`src/rtl/game_pkg.sv`:
```
// game_pkg -- shared definitions for the score arbiter.
//   * source indices for the four event sources
//   * point weights per source and a lookup helper
//   * pending-counter width / saturation value
//   * FSM state encoding
package game_pkg;

    localparam int NUM_SRC   = 4;

    localparam int SRC_WARN  = 0;
    localparam int SRC_ERR1  = 1;
    localparam int SRC_ERR2  = 2;
    localparam int SRC_BONUS = 3;

    localparam logic [6:0] W_WARN  = 7'd10;
    localparam logic [6:0] W_ERR1  = 7'd15;
    localparam logic [6:0] W_ERR2  = 7'd20;
    localparam logic [6:0] W_BONUS = 7'd100;

    localparam int         CNT_W   = 3;
    localparam logic [2:0] CNT_MAX = 3'd7;

    typedef enum logic {
        ST_IDLE = 1'b0,
        ST_PLAY = 1'b1
    } state_t;

    // Points credited when source idx is granted.
    function automatic logic [6:0] weight_of(input logic [1:0] idx);
        logic [6:0] w;
        case (idx)
            2'(SRC_WARN):  w = W_WARN;
            2'(SRC_ERR1):  w = W_ERR1;
            2'(SRC_ERR2):  w = W_ERR2;
            default:       w = W_BONUS;
        endcase
        return w;
    endfunction

endpackage

```
`src/rtl/rr_arbiter4.sv`:
```
// rr_arbiter4 -- combinational 4-way round-robin selector.
// Ports:
//   req_i   [3:0]  request vector (one bit per source)
//   ptr_i   [1:0]  index holding the highest priority this cycle
//   gnt_o   [3:0]  one-hot grant (all zero when no request)
//   idx_o   [1:0]  binary index of the granted source
//   valid_o        high when any request was granted
module rr_arbiter4 (
    input  logic [3:0] req_i,
    input  logic [1:0] ptr_i,
    output logic [3:0] gnt_o,
    output logic [1:0] idx_o,
    output logic       valid_o
);

    logic [1:0] cand;

    // Walk priorities from lowest to highest so the last hit (closest to
    // ptr_i) is the one that sticks.
    always_comb begin
        gnt_o   = '0;
        idx_o   = ptr_i;
        valid_o = 1'b0;
        cand    = ptr_i;
        for (int k = 3; k >= 0; k--) begin
            cand = ptr_i + k[1:0];
            if (req_i[cand]) begin
                gnt_o       = '0;
                gnt_o[cand] = 1'b1;
                idx_o       = cand;
                valid_o     = 1'b1;
            end
        end
    end

endmodule

```
`src/rtl/score_arbiter.sv`:
```
// score_arbiter -- queues scoring events from four sources, grants one per
// cycle round-robin, accumulates a saturating score and advances the stage.
// Ports:
//   clk          system clock
//   reset_n      asynchronous active-low reset
//   start        pulse: leave IDLE and enter PLAY at stage 1
//   freeze       level: suspend grants/score, requests keep queueing
//   evt_req[3:0] event pulses: warning, error1, error2, stage bonus
//   grant[3:0]   registered one-hot grant of the source credited this cycle
//   pend_full    per-source flag, pending count at 7
//   score[9:0]   registered accumulated score
//   stage[3:0]   registered stage, 0 = not started
//   stage_up     one-cycle pulse on each stage increment
module score_arbiter
    import game_pkg::*;
#(
    parameter int GOAL_SCORE = 100,
    parameter int SCORE_MAX  = 999,
    parameter int STAGE_MAX  = 10
) (
    input  logic       clk,
    input  logic       reset_n,
    input  logic       start,
    input  logic       freeze,
    input  logic [3:0] evt_req,
    output logic [3:0] grant,
    output logic [3:0] pend_full,
    output logic [9:0] score,
    output logic [3:0] stage,
    output logic       stage_up
);

    localparam logic [10:0] SCORE_CAP_W = 11'(SCORE_MAX);
    localparam logic [9:0]  SCORE_CAP   = 10'(SCORE_MAX);
    localparam logic [15:0] GOAL_W      = 16'(GOAL_SCORE);
    localparam logic [3:0]  STAGE_CAP   = 4'(STAGE_MAX);

    state_t                         state_q, state_d;
    logic [1:0]                     ptr_q, ptr_d;
    logic [NUM_SRC-1:0][CNT_W-1:0]  cnt_q, cnt_d;
    logic [3:0]                     grant_q, grant_d;
    logic [9:0]                     score_q, score_d;
    logic [3:0]                     stage_q, stage_d;
    logic                           stage_up_q, stage_up_d;

    logic [3:0]  req_vec;
    logic [3:0]  arb_gnt;
    logic [1:0]  arb_idx;
    logic        arb_valid;
    logic        play;
    logic        arb_en;
    logic [10:0] score_sum;
    logic [15:0] stage_goal;

    assign play   = (state_q == ST_PLAY);
    assign arb_en = play && !freeze;

    rr_arbiter4 u_arb (
        .req_i   (req_vec),
        .ptr_i   (ptr_q),
        .gnt_o   (arb_gnt),
        .idx_o   (arb_idx),
        .valid_o (arb_valid)
    );

    assign grant_d = arb_en ? arb_gnt : 4'b0000;

    // Pending counters: request and grant on the same source cancel out;
    // a lone request at 7 is dropped.
    generate
        for (genvar gi = 0; gi < NUM_SRC; gi++) begin : g_cnt
            logic inc;
            logic dec;
            assign inc           = play && evt_req[gi];
            assign dec           = grant_d[gi];
            assign req_vec[gi]   = (cnt_q[gi] != '0);
            assign pend_full[gi] = (cnt_q[gi] == CNT_MAX);
            assign cnt_d[gi] = (inc && !dec && cnt_q[gi] != CNT_MAX) ? cnt_q[gi] + 3'd1 :
                               (dec && !inc)                         ? cnt_q[gi] - 3'd1 :
                                                                       cnt_q[gi];
        end
    endgenerate

    // Widened add so saturation happens before any wrap.
    assign score_sum  = {1'b0, score_q} + {4'b0000, weight_of(arb_idx)};
    assign stage_goal = 16'(stage_q) * GOAL_W;

    always_comb begin
        state_d    = state_q;
        ptr_d      = ptr_q;
        score_d    = score_q;
        stage_d    = stage_q;
        stage_up_d = 1'b0;
        case (state_q)
            ST_IDLE: begin
                if (start) begin
                    state_d = ST_PLAY;
                    stage_d = 4'd1;
                end
            end
            ST_PLAY: begin
                // Uses the registered score, so the stage trails the score by a cycle.
                if ({6'b000000, score_q} >= stage_goal && stage_q < STAGE_CAP) begin
                    stage_d    = stage_q + 4'd1;
                    stage_up_d = 1'b1;
                end
                if (arb_en && arb_valid) begin
                    ptr_d   = arb_idx + 2'd1;
                    score_d = (score_sum > SCORE_CAP_W) ? SCORE_CAP : score_sum[9:0];
                end
            end
            default: state_d = ST_IDLE;
        endcase
    end

    always_ff @(posedge clk or negedge reset_n) begin
        if (!reset_n) begin
            state_q    <= ST_IDLE;
            ptr_q      <= 2'd0;
            cnt_q      <= '0;
            grant_q    <= 4'b0000;
            score_q    <= 10'd0;
            stage_q    <= 4'd0;
            stage_up_q <= 1'b0;
        end else begin
            state_q    <= state_d;
            ptr_q      <= ptr_d;
            cnt_q      <= cnt_d;
            grant_q    <= grant_d;
            score_q    <= score_d;
            stage_q    <= stage_d;
            stage_up_q <= stage_up_d;
        end
    end

    assign grant    = grant_q;
    assign score    = score_q;
    assign stage    = stage_q;
    assign stage_up = stage_up_q;

endmodule

```
`config.mk`:
```
export PLATFORM = sky130hd
export DESIGN_NAME = score_arbiter
export DESIGN_NICKNAME = d
export VERILOG_FILES = /design/src/rtl/game_pkg.sv /design/src/rtl/rr_arbiter4.sv /design/src/rtl/score_arbiter.sv
export SDC_FILE = /design/constraint.sdc
export NUM_CORES = 1
export LEC_CHECK = 0
export ABC_CLOCK_PERIOD_IN_PS = 9800
export CAP_MARGIN = 20
export CORE_MARGIN = 2
export CORE_UTILIZATION = 55
export DETAILED_ROUTE_END_ITERATION = 10
export GPL_TIMING_DRIVEN = 0
export PLACE_DENSITY = 0.78
export SLEW_MARGIN = 20
export SYNTH_ARGS = -nofsm -noshare
export SYNTH_HDL_FRONTEND = slang
export SYNTH_HIERARCHICAL = 1
export SYNTH_SLANG_ARGS = --single-unit
export TNS_END_PERCENT = 30
```
`constraint.sdc`:
```
create_clock -name clk -period 9.8 [get_ports clk]
set_clock_uncertainty 0.2 [all_clocks]
set_input_delay 2.94 -clock clk [delete_from_list [all_inputs] [get_ports clk]]
set_output_delay 2.94 -clock clk [all_outputs]
set_load 0.01 [all_outputs]
```
==> reports/metrics.cfg <==
[worst_setup_path]
timing.critical_path.slowest_stage_cell = sky130_fd_sc_hd__clkdlybuf4s50_1
cpPeakStageDelay_ps = 470
setup.worst_path.end_class = flop
critical_path_class = in2reg
cp_data_required_time_ps = 9780
cpMostUsedCell = sky130_fd_sc_hd__nor3_1
worstPathCellList = clkdlybuf4s50_1, and2b_1, nand2_1, inv_2, nor3_1, inv_1, fa_1, nor3_1, a21oi_1, xnor2_1
critical_path.max_fanout = 6
critical_path.n_buffers_inverters = 3
worst-endpoint-arrival_ps = 5050
worstSetupPathDepth = 10
worst_path_dominant_cell_family = simple AND/OR/NAND/NOR gates
reg2reg_depth = 16
worstSetupStartpointType = primary input

[synthesis]
synth_area_um2 = 3008
post_synth_num_cell_types = 60
asyncSetResetFlopFracSynth_pct = 100.0
postSynthNetCount = 377
average_cell_area_after_synthesis_um2 = 9.198
yosys_warnings = 6
postSynth.topFlopCell = sky130_fd_sc_hd__dfrtp_1
synth_instances = 327
yosysSeqAreaShare_pct = 28.29
count_of_flip_flops_with_a_built_in_enable_after_synthesis = 0
yosys_register_bits = 34

[clocking]
clkSlewWorstSetupHoldPaths_ps = 70
numCtsBuffers = 5
post_cts_resize_count = 0
h-tree-depth = 2
clock_tree.buffer_depth = 2
postCtsSetupRepairBufs = 0
clock_tree.root_cell = sky130_fd_sc_hd__clkbuf_8
postCtsHoldBufs = 0
sink_count = 34
tritoncts = done
clock_latency_ps = 290

[routing]
route.detailed.wl_per_inst_um = 14.20
via_count = 2472
routed_wl_um = 6177
detail_route.first_pass.iterations = 4
drtAntennaViolNets = 0
routed_via_density = 5.683
post-route-drc-count = 0
iteration_0_drc_count_of_the_detailed_router = 169

[global_route]
vias_in_the_first_global_route = 2446
grt_max_degree = 31
grt_antenna_before_repair = 0
grt_overflow = 0
global_route_wire_length_before_repair_um = 10820
grtUsageTotal_pct = 21.91

[layout]
most-common-layout-cells = 36 x sky130_fd_sc_hd__ha_1, 34 x sky130_fd_sc_hd__dfrtp_1, 29 x sky130_fd_sc_hd__clkdlybuf4s50_1
layout-drive-gt1-share_pct = 10.41
area_grow_syn2layout_pct = 17.14
antenna_cells_inserted = 0
layout.cells.most_common = sky130_fd_sc_hd__ha_1
final_net_count = 415
final.fill_count = 422

[timing]
finalWorstPathRequiredPeriod_ps = 5079
hold_viol_final = 0
layout_worst_path_cycle_share_pct = 51.83
max_slew.worst_pin.slew_ps = 617.4
setup_tns_ps = 0
timing.slew.headroom_pct = 58.30
setup_viol = 0
setup_repair_after_global_routing_missed_its_margin = no
final-max-slew-violation-count = 0
maxClockFrequency_mhz = 196.9
setup_slack_ps = 4721

[placed_design]
io_buffers = 30
routabilityCongestion = 0.8315
place.detailed.hpwl_um = 4817
place_worst_setup_slack_ps = 4438

[status]
run_status = finished, final reports clean

[floorplan]
design.core.area_um2 = 5205
die-height_um = 77.95
io-pin-count = 31
floorplan.initialDensity_pct = 57.79
row_count = 26
die_area_um2 = 6076
dieWidth_um = 77.95

[job]
max_cap_violations = 0

[hold_path]
hold_depth = 1
hold_class = reg2reg

-- Yosys cell counts, drive strengths merged, types with 2 or more instances --
| master | count | area, um2 |
|---|---|---|
| xnor2 | 11 | 96.34 |
| mux2 | 10 | 120.1 |
| buf | 9 | 57.55 |
| nor3b | 5 | 37.54 |
| nand3 | 6 | 30.03 |
| o21bai | 2 | 15.01 |
| a41oi | 2 | 17.52 |
| o22ai | 6 | 37.54 |
| mux2i | 12 | 123.9 |
| nand2 | 25 | 96.35 |
| a21o | 2 | 15.01 |
| xor2 | 4 | 35.03 |
| o21a | 2 | 15.01 |
| nand2b | 6 | 37.54 |
| a32o | 2 | 22.52 |
| a211oi | 4 | 35.03 |
| o31ai | 7 | 66.31 |
| a21oi | 14 | 70.07 |
| clkbuf | 3 | 11.26 |
| or3 | 4 | 25.02 |
| fa | 6 | 120.1 |
| dfrtp | 34 | 850.8 |
| a31oi | 4 | 25.02 |
| a22oi | 2 | 15.01 |
| inv | 32 | 120.1 |
| and3 | 9 | 57.56 |
| nand3b | 2 | 15.01 |
| nor2b | 2 | 12.51 |
| o21ai | 8 | 40.03 |
| nor2 | 25 | 93.84 |
| a2111oi | 4 | 45.04 |
| or2 | 3 | 18.77 |
| nor3 | 9 | 45.04 |
| o211ai | 2 | 15.01 |
| ha | 36 | 450.4 |
-- layout make-up --
type / instances / area (um2) / share of cell area (%)
Buffer: 12 / 68.82 / 1.953
Clock buffer: 6 / 82.58 / 2.344
Clock inverter: 1 / 30.03 / 0.8523
Inverter: 32 / 120.1 / 3.409
Multi-Input combinational cell: 249 / 1968 / 55.86
Sequential cell: 34 / 850.8 / 24.15
Tap cell: 70 / 87.58 / 2.486
Timing Repair Buffer: 31 / 315.3 / 8.949
-- through the flow --
stage	utilization, %	instances	area [um2]	hold WS (ps)
after global placement	65.24	427	3396	270.0
after global routing	67.69	435	3523	300.2
after CTS	67.69	435	3523	290.4
after detailed placement	65.53	428	3411	278.2
final	67.69	435	3523	292.2
after floorplan	-	327	3008	252.9
-- sequential cells by signal (all words and copies together) (netlist names) --
signal	cells
cnt_q	12
score	10
grant	4
stage	4
ptr_q	2
play	1
stage_up	1
-- path summary, 6_finish.rpt --
check                         start       end  slack, ps
setup reg to reg           ptr_q[0]  score[4]       4900
hold / removal             cnt_q[5]  cnt_q[5]        290
max in group asynchronous   reset_n  score[8]       6750
hold reg to reg            cnt_q[5]  cnt_q[5]        290
setup / recovery             freeze  cnt_q[5]       4720
min in group asynchronous   reset_n  cnt_q[7]       2260
-- metal layers --
metal | vias to the layer above | global-route usage (%) | share of wire [%]
met2 | 41 | 38.19 | 50
met1 | 1184 | 28.11 | 47
met3 | 7 | 3.256 | 2.7
met4 | 0 | 6.667 | 1.1
met5 | - | 0 | 0
li1 | 1240 | - | -
-- logic make-up (layout without fill, tap and decap cells) --
kind of cell	count (synthesis)	after routing	synth area share, %
muxes	22	22	8.111
xor gates and xnor gates	15	15	4.368
and+or+nand+nor	101	101	16.85
adders and majority gates	42	42	18.97
DFF	34	34	28.29
AOI/OAI and AO/OA	69	69	17.14
buffers and inverters	44	82	6.281
-- worst reg2reg max path: cells and delay by family (launching register included) --
family / cells / cell delay [ps]
buffers and inverters: 3 / 510
muxes: 1 / 330
xor gates and xnor gates: 1 / 200
adders and majority gates: 3 / 1000
DFF: 1 / 440
and+or+nand+nor: 1 / 270
AOI/OAI and AO/OA: 7 / 1850
Power is not shown: default switching activity piles up to over one toggle a cycle in this logic, so the estimate is an artifact.
